==> src/rtl/vend_controller.sv <==
// Vending sequencing controller: round-robin coin intake into a shared credit,
// selection/dispense handshake, and unit-by-unit change return on cancel or timeout.
module vend_controller #(
    parameter int CREDIT_W   = 4,
    parameter int MAX_CREDIT = 15,
    parameter int TIMEOUT    = 100
) (
    input  logic                clk,
    input  logic                reset,
    input  logic                coin_a_valid,
    input  logic [1:0]          coin_a_val,
    output logic                coin_a_ready,
    input  logic                coin_b_valid,
    input  logic [1:0]          coin_b_val,
    output logic                coin_b_ready,
    input  logic                sel_valid,
    input  logic [CREDIT_W-1:0] sel_price,
    output logic                sel_ready,
    input  logic                cancel,
    output logic                disp_req,
    input  logic                disp_ack,
    output logic                change_pulse,
    output logic [CREDIT_W-1:0] credit,
    output logic [1:0]          state_out
);

    localparam logic [1:0] IDLE     = 2'd0;
    localparam logic [1:0] COLLECT  = 2'd1;
    localparam logic [1:0] DISPENSE = 2'd2;
    localparam logic [1:0] CHANGE   = 2'd3;

    localparam int TW = $clog2(TIMEOUT);
    localparam logic [TW-1:0]     TLAST = TW'(TIMEOUT - 1);
    localparam logic [CREDIT_W:0] CMAX  = (CREDIT_W + 1)'(MAX_CREDIT);

    logic [1:0]          state;
    logic [TW-1:0]       timer;
    logic                prio_b;
    logic [CREDIT_W:0]   sum_a;
    logic [CREDIT_W:0]   sum_b;
    logic                elig_a;
    logic                elig_b;
    logic                in_collect;
    logic                abort;
    logic                coin_open;
    logic                coin_take;
    logic [1:0]          coin_val;

    always_comb begin
        sum_a      = {1'b0, credit} + (CREDIT_W + 1)'(coin_a_val);
        sum_b      = {1'b0, credit} + (CREDIT_W + 1)'(coin_b_val);
        elig_a     = coin_a_valid && (sum_a <= CMAX);
        elig_b     = coin_b_valid && (sum_b <= CMAX);
        in_collect = (state == COLLECT);
        // timeout expiry is treated exactly like a cancel request
        abort      = in_collect && (cancel || (timer == TLAST));
        sel_ready  = !reset && in_collect && sel_valid && (credit >= sel_price) && !cancel;
        coin_open  = !reset && (state == IDLE || in_collect) && !sel_ready && !abort;
        coin_a_ready = coin_open && elig_a && (!prio_b || !elig_b);
        coin_b_ready = coin_open && elig_b && (prio_b || !elig_a);
        coin_take  = coin_a_ready || coin_b_ready;
        coin_val   = coin_a_ready ? coin_a_val : coin_b_val;
    end

    assign change_pulse = (state == CHANGE);
    assign state_out    = state;

    always_ff @(posedge clk) begin
        if (reset) begin
            state    <= IDLE;
            credit   <= '0;
            disp_req <= 1'b0;
            timer    <= '0;
            prio_b   <= 1'b0;
        end else begin
            if (coin_a_ready) begin
                prio_b <= 1'b1;
            end else if (coin_b_ready) begin
                prio_b <= 1'b0;
            end
            timer <= '0;
            case (state)
                IDLE: begin
                    if (coin_take) begin
                        credit <= credit + CREDIT_W'(coin_val);
                        if (coin_val != 2'd0) begin
                            state <= COLLECT;
                        end
                    end
                end
                COLLECT: begin
                    if (sel_ready) begin
                        credit   <= credit - sel_price;
                        disp_req <= 1'b1;
                        state    <= DISPENSE;
                    end else if (abort) begin
                        state <= (credit != '0) ? CHANGE : IDLE;
                    end else if (coin_take) begin
                        credit <= credit + CREDIT_W'(coin_val);
                    end else begin
                        timer <= timer + 1'b1;
                    end
                end
                DISPENSE: begin
                    if (disp_ack) begin
                        disp_req <= 1'b0;
                        state    <= (credit != '0) ? CHANGE : IDLE;
                    end
                end
                default: begin
                    if (credit <= CREDIT_W'(1)) begin
                        credit <= '0;
                        state  <= IDLE;
                    end else begin
                        credit <= credit - 1'b1;
                    end
                end
            endcase
        end
    end

endmodule

==> config.mk <==
export PLATFORM = sky130hd
export DESIGN_NAME = vend_controller
export DESIGN_NICKNAME = d
export VERILOG_FILES = /design/src/rtl/vend_controller.sv
export SDC_FILE = /design/constraint.sdc
export NUM_CORES = 1
export LEC_CHECK = 0
export CAP_MARGIN = 10
export CORE_AREA = 3 3 56 58
export CTS_CLUSTER_SIZE = 10
export DETAILED_ROUTE_END_ITERATION = 8
export DIE_AREA = 0 0 59 61
export PLACE_DENSITY_LB_ADDON = 0.25
export REMOVE_ABC_BUFFERS = 1
export SKIP_CTS_REPAIR_TIMING = 1
export SLEW_MARGIN = 10
export SYNTH_ARGS = -nofsm -noshare
export SYNTH_HDL_FRONTEND = slang
export SYNTH_SLANG_ARGS = --single-unit
==> constraint.sdc <==
create_clock -name clk -period 11.3 [get_ports clk]
set_input_delay 3.39 -clock clk [delete_from_list [all_inputs] [get_ports clk]]
set_output_delay 3.39 -clock clk [all_outputs]
set_load 0.1 [all_outputs]
=== After elaboration in Yosys (flattened, before gate mapping) ===
Index checks and enable logic that the tools add are counted.

* Output and inout bits: 11
* Register bits: 15
* Input port bits: 15
* Logic and storage cells: 82

* Reduce and logical (&&, ||, !) cells: 36
* Equality and inequality tests: 10
* Magnitude comparators: 4
* Add/subtract/negate cells: 6
* Muxes and demuxes: 19
* Bitwise logic cells: 2

{| class="wikitable"
|+ Operators with widths
! kind !! number
|-
| 2-bit two-way mux || 8
|-
| 4-bit two-way mux || 4
|-
| 1-bit logical AND || 14
|-
| 4-bit case mux with 3 select lines || 1
|-
| 4-bit by 2-bit adder with 5-bit output || 2
|-
| 5-bit by 4-bit less-or-equal comparator with 1-bit output, second input constant || 2
|-
| 4-bit nonzero test || 2
|-
| 7-bit by 1-bit adder with 7-bit output, second input constant || 1
|-
| 7-bit equality test, second input constant || 1
|-
| 1-bit logical NOT || 7
|-
| 2-bit != test, second input constant || 3
|-
| 2-bit case mux with 3 select lines || 1
|-
| 2-bit nonzero test || 3
|-
| 1-bit logical OR || 5
|-
| 5-bit AND reduction || 1
|-
| 5-bit OR reduction || 1
|-
| 4-bit by 2-bit adder with 4-bit output || 1
|-
| 2-bit equality test, second input constant || 2
|-
| 4-bit greater-or-equal comparator || 1
|-
| 4-bit by 1-bit less-or-equal comparator with 1-bit output, second input constant || 1
|-
| 1-bit two-way mux || 4
|-
| 4-bit by 1-bit subtractor with 4-bit output, second input constant || 1
|-
| 4-bit subtractor || 1
|-
| 3-bit by 2-bit != test with 1-bit output, second input constant || 1
|-
| 8 further kinds || 9
|}

=== Logic depth before layout (Yosys ltp) ===
* Word-level depth: 16
* Depth in mapped cells: 17
* Depth with buffers taken out: 16

=== Worst setup path after synthesis ===
OpenSTA, ideal clock, no wires.

* Path kind: in2out
* From: in sel_price[0]
* To: out coin_b_ready
* Buffers on the path: 1
* Data required time: 7.910 ns
* Arrival: 5.938 ns
* Stages on the path: 10
* Slack: 1.972 ns
* Path through: ha_1 > inv_1 > fa_1 > a211o_1 > a21oi_4 > or2_4 > inv_2 > buf_2 > nor4_1 > and2_1

* Word-level cells in the longest chain between the ends: 8

{| class="wikitable"
|+ Ends and longest elaborated chain
! what !! RTL line !! text
|-
| from (decl) || 17 || <nowiki>input logic [CREDIT_W-1:0] sel_price,</nowiki>
|-
| 4-bit greater-or-equal comparator || 57 || <nowiki>sel_ready = !reset && in_collect && sel_valid && (credit >= sel_price) && !cancel;</nowiki>
|-
| 1-bit logical AND (2 in a row) || 57 ||
|-
| via sel_ready || 18 || <nowiki>output logic sel_ready,</nowiki>
|-
| 1-bit logical NOT || 58 || <nowiki>coin_open = !reset && (state == IDLE || in_collect) && !sel_ready && !abort;</nowiki>
|-
| 1-bit logical AND (2 in a row) || 58 ||
|-
| 1-bit logical AND (2 in a row) || 60 || <nowiki>coin_b_ready = coin_open && elig_b && (prio_b || !elig_a);</nowiki>
|-
| to (decl) || 15 || <nowiki>output logic coin_b_ready,</nowiki>
|}

The timed path passes the listed nets, and every way through them passes these cells.

=== Worst setup path in the final report ===
* From: in sel_price[0]
* To: out sel_ready

* Word-level cells in the longest chain between the ends: 3

{| class="wikitable"
|+ Ends and longest elaborated chain
! what !! RTL line
|-
| 4-bit greater-or-equal comparator || 57
|-
| 1-bit logical AND (2 in a row) || 57
|-
| to (decl) || 18
|}

No other way between the ends.

==> summary.md <==
| Metric | Value |
|---|---|
| Global-route wire length before repair | 5982 µm |
| Seq/Total Area, Yosys | 20.64% |
| Synth top area share | 20.64% |
| Core area | 2710 µm² |
| Post-synth EDFFs | 0 |
| Final core utilization | 63.11% |
| # fillers | 243 |
| Synth cell count leaders | inv_1 (17), dfxtp_1 (15), nor2_1 (15) |
| Post-layout minimum cycle time | 9.592 ns |
| Post-Syn Area per Cell | 8.315 µm² |
| Detail Route met3 WL | 253 µm |
| Multi-input logic area | 1032 µm² |
| Die height | 61 µm |
| Met2 Routed Length | 1710 µm |
| IO Count | 26 |
| Synth Area in Adders | 15.82% |
| H-Tree Depth | 1 |
| GPL Wtd Cong | 0.8764 |
| Primary FF master, synth | dfxtp_1 |
| PortBufs | 25 |
| Setup TNS | 0 ns |
| Syn Inst Count | 175 |
| RSZ-0062 raised after global routing | no |
| WP data arrival | 6.20 ns |
| Crit Path Category | in2out |
| Worst hold path class | reg2reg |
| Synth top area cells | dfxtp_1 (21%), ha_1 (10%), fa_1 (5.5%), inv_1 (4.4%), nor2_1 (3.9%) |
| Post-synthesis mux area share | 2.752% |
| Yosys warning count | 0 |
| GRT Overall Usage | 21.62% |
| Status | complete, no violations |
| Max cap viols | 0 |
| Hold slack | 0.4484 ns |
| Post-route DRC | 0 |
| Critical path capture point type | output port |
| Register area | 300.3 µm² |
| Gr ovfl total | 0 |
| Rows | 19 |
| Largest family of logic cells by synthesized area | compound AO/OA/AOI/OAI gates |
| Simple-Gate Fraction of Synth Area | 20.38% |
| WL met1 | 1561 µm |
| CTS tree | yes |
| Post-synthesis cell type count | 57 |
| DRT Pass-1 Iters | 4 |
| Final #Nets | 227 |
| Peak Freq | 104.3 MHz |
| Starting Density | 53.69% |
| Num Clock Sinks | 15 |
| CTS root buf | clkbuf_4 |
| Pwr Density | 170.5 nW/µm² |
| Largest net degree at the start of global routing | 18 |
| Die ar. | 3599 µm² |
| Clock slew at reported path FFs | 0.09 ns |
| Period utilization | 84.88% |
| Clk Latency, worst-skew pair | 0.29 ns |
| Worst Max-Slew Pin Slew | 0.9675 ns |
| Mapped Area | 1455 µm² |
| Detailed placer's ending HPWL | 2812 µm |
| Crit path required time | 7.91 ns |
| Fraction of layout cells with a size suffix above 1 | 8.718% |
| Vias in the first global route | 1367 |
| TritonCTS buffer count | 3 |
| Reg2Reg Setup Slack | 6.95 ns |
| Xor and xnor fraction of the mapped netlist area | 3.611% |
| Most common cell in the netlist | inv_1 |
| Final Max Tran Viols | 0 |
| DR iter-0 viols | 54 |
| Worst slew margin | 35.30% |
| Vias per cell | 6.252 |
| Leak pwr | 0.6563 nW |
| Routed Antenna Nets | 0 |
| Synth area leader | dfxtp_1 |
| Via count | 1413 |
| WL per Instance | 15.75 µm |
| Endpoints failing hold | 0 |
| Number of antenna violations at the first check in global routing | 0 |
| Yosys reg bits | 15 |
| Max layer used | met4 |
| Max FO, Critical Path | 11 |
| Synth Area in Compound Gates | 28.37% |
| Die Span X | 59 µm |
| Post-synthesis async set-or-reset flop share | 0% |
| Maximum clock insertion buffer count | 2 |
| Max rail drop VDD | 0.1814 mV |
| Ant diodes | 0 |
| Routed WL | 3560 µm |
| CP startpoint kind | input pin |
| Final setup violating endpoints | 0 |
| Area delta synth->final | 17.54% |
| Clock skew | 0.002311 ns |
## through the flow
stage	setup slack (ns)	instance area, µm²	total power (W)	instances
floorplan	1.982	1400	0.0002119	166
global route	1.605	1710	0.0003105	226
detailed placement	1.711	1684	0.0002594	222
finish	1.708	1710	0.0002917	226
global placement	1.789	1684	0.0002548	222
CTS	1.709	1710	0.0002904	226
## state kept, by name, summed over array words and instances (netlist names)
register and cells:
disp_req 1, prio_b 1, state_out 2, credit 4, timer 7
## worst paths after layout
kind / from / end / depth (start not counted)
worst min register to register: timer[0] / timer[0] / 1
worst max register to register: credit[0] / credit[1] / 16
worst min-delay path: timer[0] / timer[0] / 1
worst max-delay path: sel_price[0] / sel_ready / 9
## cells in the final DEF (no fill, tap or decap), drive strengths merged, types with 3 or more instances in the layout
cell type,count
a21oi,9
nand2,8
nand3,5
xnor2,4
o31a,3
ha,12
dfxtp,15
and3,3
o21ai,8
fa,4
a221oi,4
o211ai,3
inv,18
nand2b,3
o21a,3
clkbuf,4
clkdlybuf4s50,23
nor3,3
nor4,3
a31oi,4
nor2,15
## power breakdown
group          switching, W  internal [W]
combinational      0.000117     0.0000624
sequential        0.0000215     0.0000590
clock             0.0000176     0.0000137
## kinds of logic (layout without fill, tap and decap cells)
kind of cell,count (synthesis),after routing
xor gates and xnor gates,6,6
buffers and inverters,27,47
adders and majority gates,16,16
AOI/OAI and AO/OA,54,54
muxes,3,3
and+or+nand+nor,54,54
DFF,15,15
## area by class of cell
cell class                      count  area share (%)
Tap cell                           31           2.268
Inverter                           18           3.950
Multi-Input combinational cell    133           60.35
Clock buffer                        4           1.536
Timing Repair Buffer               25           14.34
Sequential cell                    15           17.56
## per-layer routing
metal	up-vias	global-route usage [%]
li1	685	-
met1	665	26.44
met2	57	36.91
met3	6	6.383
met4	0	6.149
met5	-	0
## critical path: stages
cell and delay, ns:
clkdlybuf4s50_1 0.46, ha_1 0.16, inv_1 0.05, fa_1 0.40
a211o_1 0.28, a21oi_4 0.19, or2_4 0.18, inv_2 0.09
clkdlybuf4s50_1 0.98
Note: power is estimated with default switching activity, not from simulation.
